[src/rtl/spi_lcd_tx_pkg.sv]
// rtl/spi_lcd_tx_pkg.sv - FSM states and FIFO entry layout shared by spi_lcd_tx and its bench
package spi_lcd_tx_pkg;

    typedef enum logic [2:0] {
        ST_IDLE  = 3'd0,
        ST_SETUP = 3'd1,
        ST_SHIFT = 3'd2,
        ST_PAUSE = 3'd3,
        ST_HOLD  = 3'd4,
        ST_GAP   = 3'd5
    } state_t;

    // FIFO entry: {release, wide, dc, data[15:0]}
    localparam int ENTRY_W    = 19;
    localparam int F_DATA_LSB = 0;
    localparam int F_DC       = 16;
    localparam int F_WIDE     = 17;
    localparam int F_REL      = 18;

    localparam int DIV_W = 8;

    // 8-bit words are sent from the top byte so the shifter always starts at bit 15
    function automatic logic [15:0] align_word(input logic [15:0] data, input logic wide);
        return wide ? data : {data[7:0], 8'h00};
    endfunction

endpackage

[src/rtl/spi_lcd_tx_fifo.sv]
// rtl/spi_lcd_tx_fifo.sv - synchronous FIFO with registered level and ready
module sync_fifo #(
    parameter int WIDTH = 19,
    parameter int DEPTH = 4
) (
    input  logic                       clk,
    input  logic                       rst_n,
    input  logic                       push,
    input  logic [WIDTH-1:0]           wr_data,
    input  logic                       pop,
    output logic [WIDTH-1:0]           rd_data,
    output logic [$clog2(DEPTH):0]     level,
    output logic [$clog2(DEPTH):0]     level_next,
    output logic                       not_full
);

    localparam int AW = $clog2(DEPTH);
    localparam int LW = AW + 1;

    logic [WIDTH-1:0] mem [DEPTH];
    logic [AW-1:0]    wr_ptr;
    logic [AW-1:0]    rd_ptr;
    logic             do_push;
    logic             do_pop;

    assign do_push    = push && not_full;
    assign do_pop     = pop && (level != '0);
    assign level_next = level + LW'(do_push) - LW'(do_pop);
    assign rd_data    = mem[rd_ptr];

    always_ff @(posedge clk or negedge rst_n) begin
        if (!rst_n) begin
            wr_ptr   <= '0;
            rd_ptr   <= '0;
            level    <= '0;
            not_full <= 1'b1;
        end else begin
            if (do_push) wr_ptr <= wr_ptr + AW'(1);
            if (do_pop)  rd_ptr <= rd_ptr + AW'(1);
            level    <= level_next;
            not_full <= (level_next != LW'(DEPTH));
        end
    end

    always_ff @(posedge clk) begin
        if (do_push) mem[wr_ptr] <= wr_data;
    end

endmodule

[src/rtl/spi_lcd_tx.sv]
// rtl/spi_lcd_tx.sv - SPI mode 0 LCD serialiser for 8/16-bit command and pixel words
module spi_lcd_tx
    import spi_lcd_tx_pkg::*;
#(
    parameter int CLK_DIV    = 1,
    parameter int FIFO_DEPTH = 4,
    parameter int W_LEVEL    = $clog2(FIFO_DEPTH) + 1
) (
    input  logic               clk,
    input  logic               rst_n,
    input  logic               in_vld,
    output logic               in_rdy,
    input  logic [15:0]        in_data,
    input  logic               in_dc,
    input  logic               in_wide,
    input  logic               in_release,
    output logic               busy,
    output logic [W_LEVEL-1:0] level,
    output logic               lcd_cs,
    output logic               lcd_dc,
    output logic               lcd_sck,
    output logic               lcd_mosi
);

    localparam int                LW     = $clog2(FIFO_DEPTH) + 1;
    localparam logic [DIV_W-1:0]  DIV_M1 = DIV_W'(CLK_DIV - 1);

    state_t             state, state_n;
    logic [DIV_W-1:0]   ctr, ctr_n;
    logic               sck_n, cs_n, dc_n, mosi_n, rel_r, rel_n, busy_n;
    logic [14:0]        sr, sr_n;
    logic [4:0]         bit_cnt, bit_cnt_n;
    logic               tick, pop, load, push, fifo_ne;
    logic [ENTRY_W-1:0] head;
    logic [LW-1:0]      fifo_level, fifo_level_next;
    logic [15:0]        load_word;

    assign push    = in_vld && in_rdy;
    assign fifo_ne = (fifo_level != '0);
    assign tick    = (ctr == DIV_M1);
    assign level   = W_LEVEL'(fifo_level);
    assign load_word = align_word(head[F_DATA_LSB +: 16], head[F_WIDE]);

    sync_fifo #(
        .WIDTH (ENTRY_W),
        .DEPTH (FIFO_DEPTH)
    ) u_fifo (
        .clk        (clk),
        .rst_n      (rst_n),
        .push       (push),
        .wr_data    ({in_release, in_wide, in_dc, in_data}),
        .pop        (pop),
        .rd_data    (head),
        .level      (fifo_level),
        .level_next (fifo_level_next),
        .not_full   (in_rdy)
    );

    always_comb begin
        state_n   = state;
        sck_n     = lcd_sck;
        cs_n      = lcd_cs;
        dc_n      = lcd_dc;
        mosi_n    = lcd_mosi;
        sr_n      = sr;
        bit_cnt_n = bit_cnt;
        rel_n     = rel_r;
        pop       = 1'b0;
        load      = 1'b0;

        if (state == ST_IDLE || state == ST_PAUSE || tick) ctr_n = '0;
        else                                                ctr_n = ctr + DIV_W'(1);

        case (state)
            ST_IDLE: begin
                if (fifo_ne) begin
                    load    = 1'b1;
                    cs_n    = 1'b0;
                    state_n = ST_SETUP;
                end
            end
            ST_SETUP: begin
                if (tick) begin
                    sck_n   = 1'b1;
                    state_n = ST_SHIFT;
                end
            end
            ST_SHIFT: begin
                if (tick && !lcd_sck) begin
                    sck_n = 1'b1;
                end else if (tick) begin
                    sck_n = 1'b0;
                    if (bit_cnt > 5'd1) begin
                        mosi_n    = sr[14];
                        sr_n      = {sr[13:0], 1'b0};
                        bit_cnt_n = bit_cnt - 5'd1;
                    end else if (rel_r) begin
                        state_n = ST_HOLD;
                    end else if (fifo_ne) begin
                        load = 1'b1;
                    end else begin
                        state_n = ST_PAUSE;
                    end
                end
            end
            ST_PAUSE: begin
                if (fifo_ne) begin
                    load    = 1'b1;
                    state_n = ST_SETUP;
                end
            end
            ST_HOLD: begin
                if (tick) begin
                    cs_n      = 1'b1;
                    mosi_n    = 1'b0;
                    bit_cnt_n = 5'd2;
                    state_n   = ST_GAP;
                end
            end
            ST_GAP: begin
                // bit_cnt doubles as the CS-high tick counter here
                if (tick) begin
                    bit_cnt_n = bit_cnt - 5'd1;
                    if (bit_cnt == 5'd1) state_n = ST_IDLE;
                end
            end
            default: state_n = ST_IDLE;
        endcase

        if (load) begin
            pop       = 1'b1;
            mosi_n    = load_word[15];
            sr_n      = load_word[14:0];
            dc_n      = head[F_DC];
            rel_n     = head[F_REL];
            bit_cnt_n = head[F_WIDE] ? 5'd16 : 5'd8;
        end

        busy_n = (state_n != ST_IDLE) || (fifo_level_next != '0);
    end

    always_ff @(posedge clk or negedge rst_n) begin
        if (!rst_n) begin
            state    <= ST_IDLE;
            ctr      <= '0;
            lcd_sck  <= 1'b0;
            lcd_cs   <= 1'b1;
            lcd_dc   <= 1'b0;
            lcd_mosi <= 1'b0;
            sr       <= '0;
            bit_cnt  <= '0;
            rel_r    <= 1'b0;
            busy     <= 1'b0;
        end else begin
            state    <= state_n;
            ctr      <= ctr_n;
            lcd_sck  <= sck_n;
            lcd_cs   <= cs_n;
            lcd_dc   <= dc_n;
            lcd_mosi <= mosi_n;
            sr       <= sr_n;
            bit_cnt  <= bit_cnt_n;
            rel_r    <= rel_n;
            busy     <= busy_n;
        end
    end

endmodule

[config.mk]
export PLATFORM = sky130hd
export DESIGN_NAME = spi_lcd_tx
export DESIGN_NICKNAME = d
export VERILOG_FILES = /design/src/rtl/spi_lcd_tx_pkg.sv /design/src/rtl/spi_lcd_tx_fifo.sv /design/src/rtl/spi_lcd_tx.sv
export SDC_FILE = /design/constraint.sdc
export NUM_CORES = 1
export LEC_CHECK = 0
export BUFFER_PORTS_ARGS = -buffer_cell sky130_fd_sc_hd__buf_4
export CAP_MARGIN = 10
export CORE_MARGIN = 2
export CORE_UTILIZATION = 40
export CTS_CLUSTER_DIAMETER = 50
export DETAILED_ROUTE_END_ITERATION = 7
export SLEW_MARGIN = 15
export SYNTH_ARGS = -nofsm -noshare
export SYNTH_HDL_FRONTEND = slang
export SYNTH_SLANG_ARGS = --single-unit
[constraint.sdc]
create_clock -name clk -period 4.9 [get_ports clk]
set_input_delay 0.49 -clock clk [delete_from_list [all_inputs] [get_ports clk]]
set_output_delay 0.49 -clock clk [all_outputs]
set_load 0.05 [all_outputs]
==> impl_metrics.csv <==
group,metric,value,unit
status,outcome,"finished clean",
layout,seqCellArea,3410,um^2
global_route,grt_pass1_vias,3100,
layout,multi_input_area,1720,um^2
synthesis,ys_seq_area_frac,0.650,
place,dp_slack,868,ps
power_and_ir_drop,total_power,4.34,mW
layout,nets,413,
die,die_h,119,um
worst_hold_path,min_path_type,"input port to asynchronous set/reset pin",
worst_setup_path,critPathRequiredTime,5190,ps
power_and_ir_drop,leakage,2.41,nW
layout,final_util,0.492,
clock_tree,h-tree-depth,4,
layout,final_cell_mix,"edfxtp_1 (76), dfrtp_1 (43), mux2i_1 (40)",
timing,period_needed,4010,ps
synthesis,synth_seq_cells,121,
global_route,met2_usage,0.238,
synthesis,yosysWarnings,0,
layout,drive_gt1_frac,0.226,
route,viasPerCell,5.12,
clock_tree,ctsHoldBuffers,0,
timing,timing.final.hold_violations,0,
timing,rsz0062_at_grt,"no",
timing,worstMarginPinSlew,1090,ps
clock_tree,numCtsBuffers,17,
global_route,busiest_layer,"met2",
global_route,overflow,0,
timing,setup_viol_count_final,0,
timing,relSlewSlack,0.272,
layout,num-fill-cells,1136,
synthesis,syn_inst,343,
clock_tree,path_clk_slew,60,ps
worst_setup_path,worst-r2r-setup-slack,890,ps
route,first_pass_iters,4,
synthesis,synth_area,5250,um^2
place,placed_area,5640,um^2
synthesis,syn_avg_cell_area,15.3,um^2
clock_tree,clockBufferDepth,2,
die,core,12700,um^2
die,fp.dieArea,14100,um^2
die,ios,31,
worst_setup_path,endpoint_kind,"register",
timing,fin_crit_sh,0.818,
clock_tree,tritoncts,"done",
synthesis,synth_edf_count,76,
clock_tree,post_cts_buffers,0,
timing,clock_skew,6.80,ps
worst_setup_path,crit_path_start_kind,"register",
place,place.detailed.hpwl,6.11,mm
layout,layout_commonest_cell,"edfxtp_1",
global_route,grt_max_degree,46,
global_route,antenna_found_initial,0,
die,rows,41,
route,routedWlPerCell,17.2,um
global_route,grtUsageMet1,0.187,
worst_setup_path,crit_arrival,4300,ps
worst_setup_path,path_max_fanout,12,
layout,fin_area,6260,um^2
power_and_ir_drop,powerDensity,693,nW/um^2
job,max_cap_viol_count,0,
clock_tree,cts-resized-gates,0,
place,globalplace.congestion,0.733,
die,start_util,0.413,
layout,area_growth,19.3,%
global_route,grt_usage,0.150,
power_and_ir_drop,ir_drop,0.339,mV
clock_tree,cts-root-buf,"clkbuf_16",
worst_setup_path,worstSetupPathType,"register to register",
timing,maxSlewViolCount,0,
timing,clock.fmax,249,MHz
clock_tree,clock_latency,410,ps
route,drc_errors,0,
synthesis,syn_nets,376,
synthesis,synthArstFlopShare,0.372,
route,ant_nets,0,
global_route,grt_pass1_wl,16.0,mm
clock_tree,clock-sinks,121,
synthesis,synth_ff_type,"edfxtp_1",
route,wirelength,9.72,mm
place,io_buffer_count,30,
global_route,use_met3,0.0550,
route,drt_first_iter_violations,142,
timing,fin_tns_setup,0,ps
synthesis,synth.distinct_cells,49,
route,num_vias,2891,
timing,setup_slack,891,ps
die,die_w,119,um
layout,diodes,0,
## report_power, final
part | leakage [nW] | switching (mW) | internal, mW
sequential | 1.25 | 0.184 | 1.37
clock | 0.297 | 0.456 | 0.856
combinational | 0.857 | 0.809 | 0.663
total | 2.41 | 1.45 | 2.89
## final cells by class
| cell class | instances | share of cell area |
|---|---|---|
| Clock inverter | 13 | 0.0310 |
| Timing Repair Buffer | 32 | 0.0383 |
| Clock buffer | 19 | 0.0691 |
| Multi-Input combinational cell | 194 | 0.274 |
| Inverter | 14 | 0.00839 |
| Sequential cell | 121 | 0.544 |
| Tap cell | 172 | 0.0344 |
## flip-flops by register name, summed over array words and instances, names as in the netlist
| register | flops |
|---|---|
| u_fifo.wr_ptr | 2 |
| lcd_cs | 1 |
| lcd_mosi | 1 |
| u_fifo.level | 3 |
| sr | 15 |
| u_fifo.mem | 76 |
| busy | 1 |
| u_fifo.not_full | 1 |
| ctr | 8 |
| lcd_sck | 1 |
| rel_r | 1 |
| state | 3 |
| u_fifo.rd_ptr | 2 |
| lcd_dc | 1 |
| bit_cnt | 5 |
## metrics by stage
step / std cells / hold slack (ps)
global placement: 533 / 487
CTS: 565 / 85.0
global route: 565 / 118
finish: 565 / 80.1
detailed placement: 533 / 489
floorplan: 343 / 194
## logic make-up (layout without fill, tap and decap cells)
logic type      after synthesis  after routing  share of synthesized area
simple gates                 83             83                     0.0813
mux                          62             62                      0.164
xor+xnor                     11             11                     0.0184
compound gates               27             27                     0.0360
buf+inv                      28             78                     0.0229
flops                       121            121                      0.650
fa+ha+maj                    11             11                     0.0276
## worst paths after layout
check | start | end | cells past startpoint
max | ctr[0] | busy | 13
min | rst_n | ctr[0] | 1
max reg2reg | ctr[0] | busy | 13
min reg2reg | u_fifo.rd_ptr[0] | u_fifo.rd_ptr[0] | 1
max in group asynchronous | rst_n | sr[8] | 1
min in group clk | in_data[5] | u_fifo.mem[1][5] | 1
## routing by layer
layer | share of wire | vias to the layer above
met1 | 0.45 | 1457
met5 | 0 | -
li1 | - | 1366
met2 | 0.49 | 56
met4 | 0.018 | 0
met3 | 0.036 | 12
## Yosys cell counts, types with 4 or more instances
library cell,instances,area share
dfrtp_1,43,0.20
xor2_1,7,0.012
ha_1,10,0.024
inv_1,13,0.0093
mux2i_1,40,0.076
nand2_1,18,0.013
nand3_1,8,0.0076
clkbuf_1,6,0.0043
and3_1,6,0.0072
nor2_1,18,0.013
nor3_1,10,0.0095
or3_1,4,0.0048
mux4_2,19,0.082
edfxtp_1,76,0.43
a21oi_1,5,0.0048
xnor2_1,4,0.0067
nor2b_1,4,0.0048
o21ai_0,5,0.0048
## critical path, stage by stage, from the launching register on
cell and delay (ps):
dfrtp_1 430, inv_1 80, ha_1 150, nor3b_1 280, nand2_1 230, o31a_1 350, nand2b_1 480, clkinv_1 170
ha_1 240, inv_1 60, ha_1 150, fa_1 440, or4_1 520, or3_1 310
Note: power is estimated with default switching activity, not from simulation.
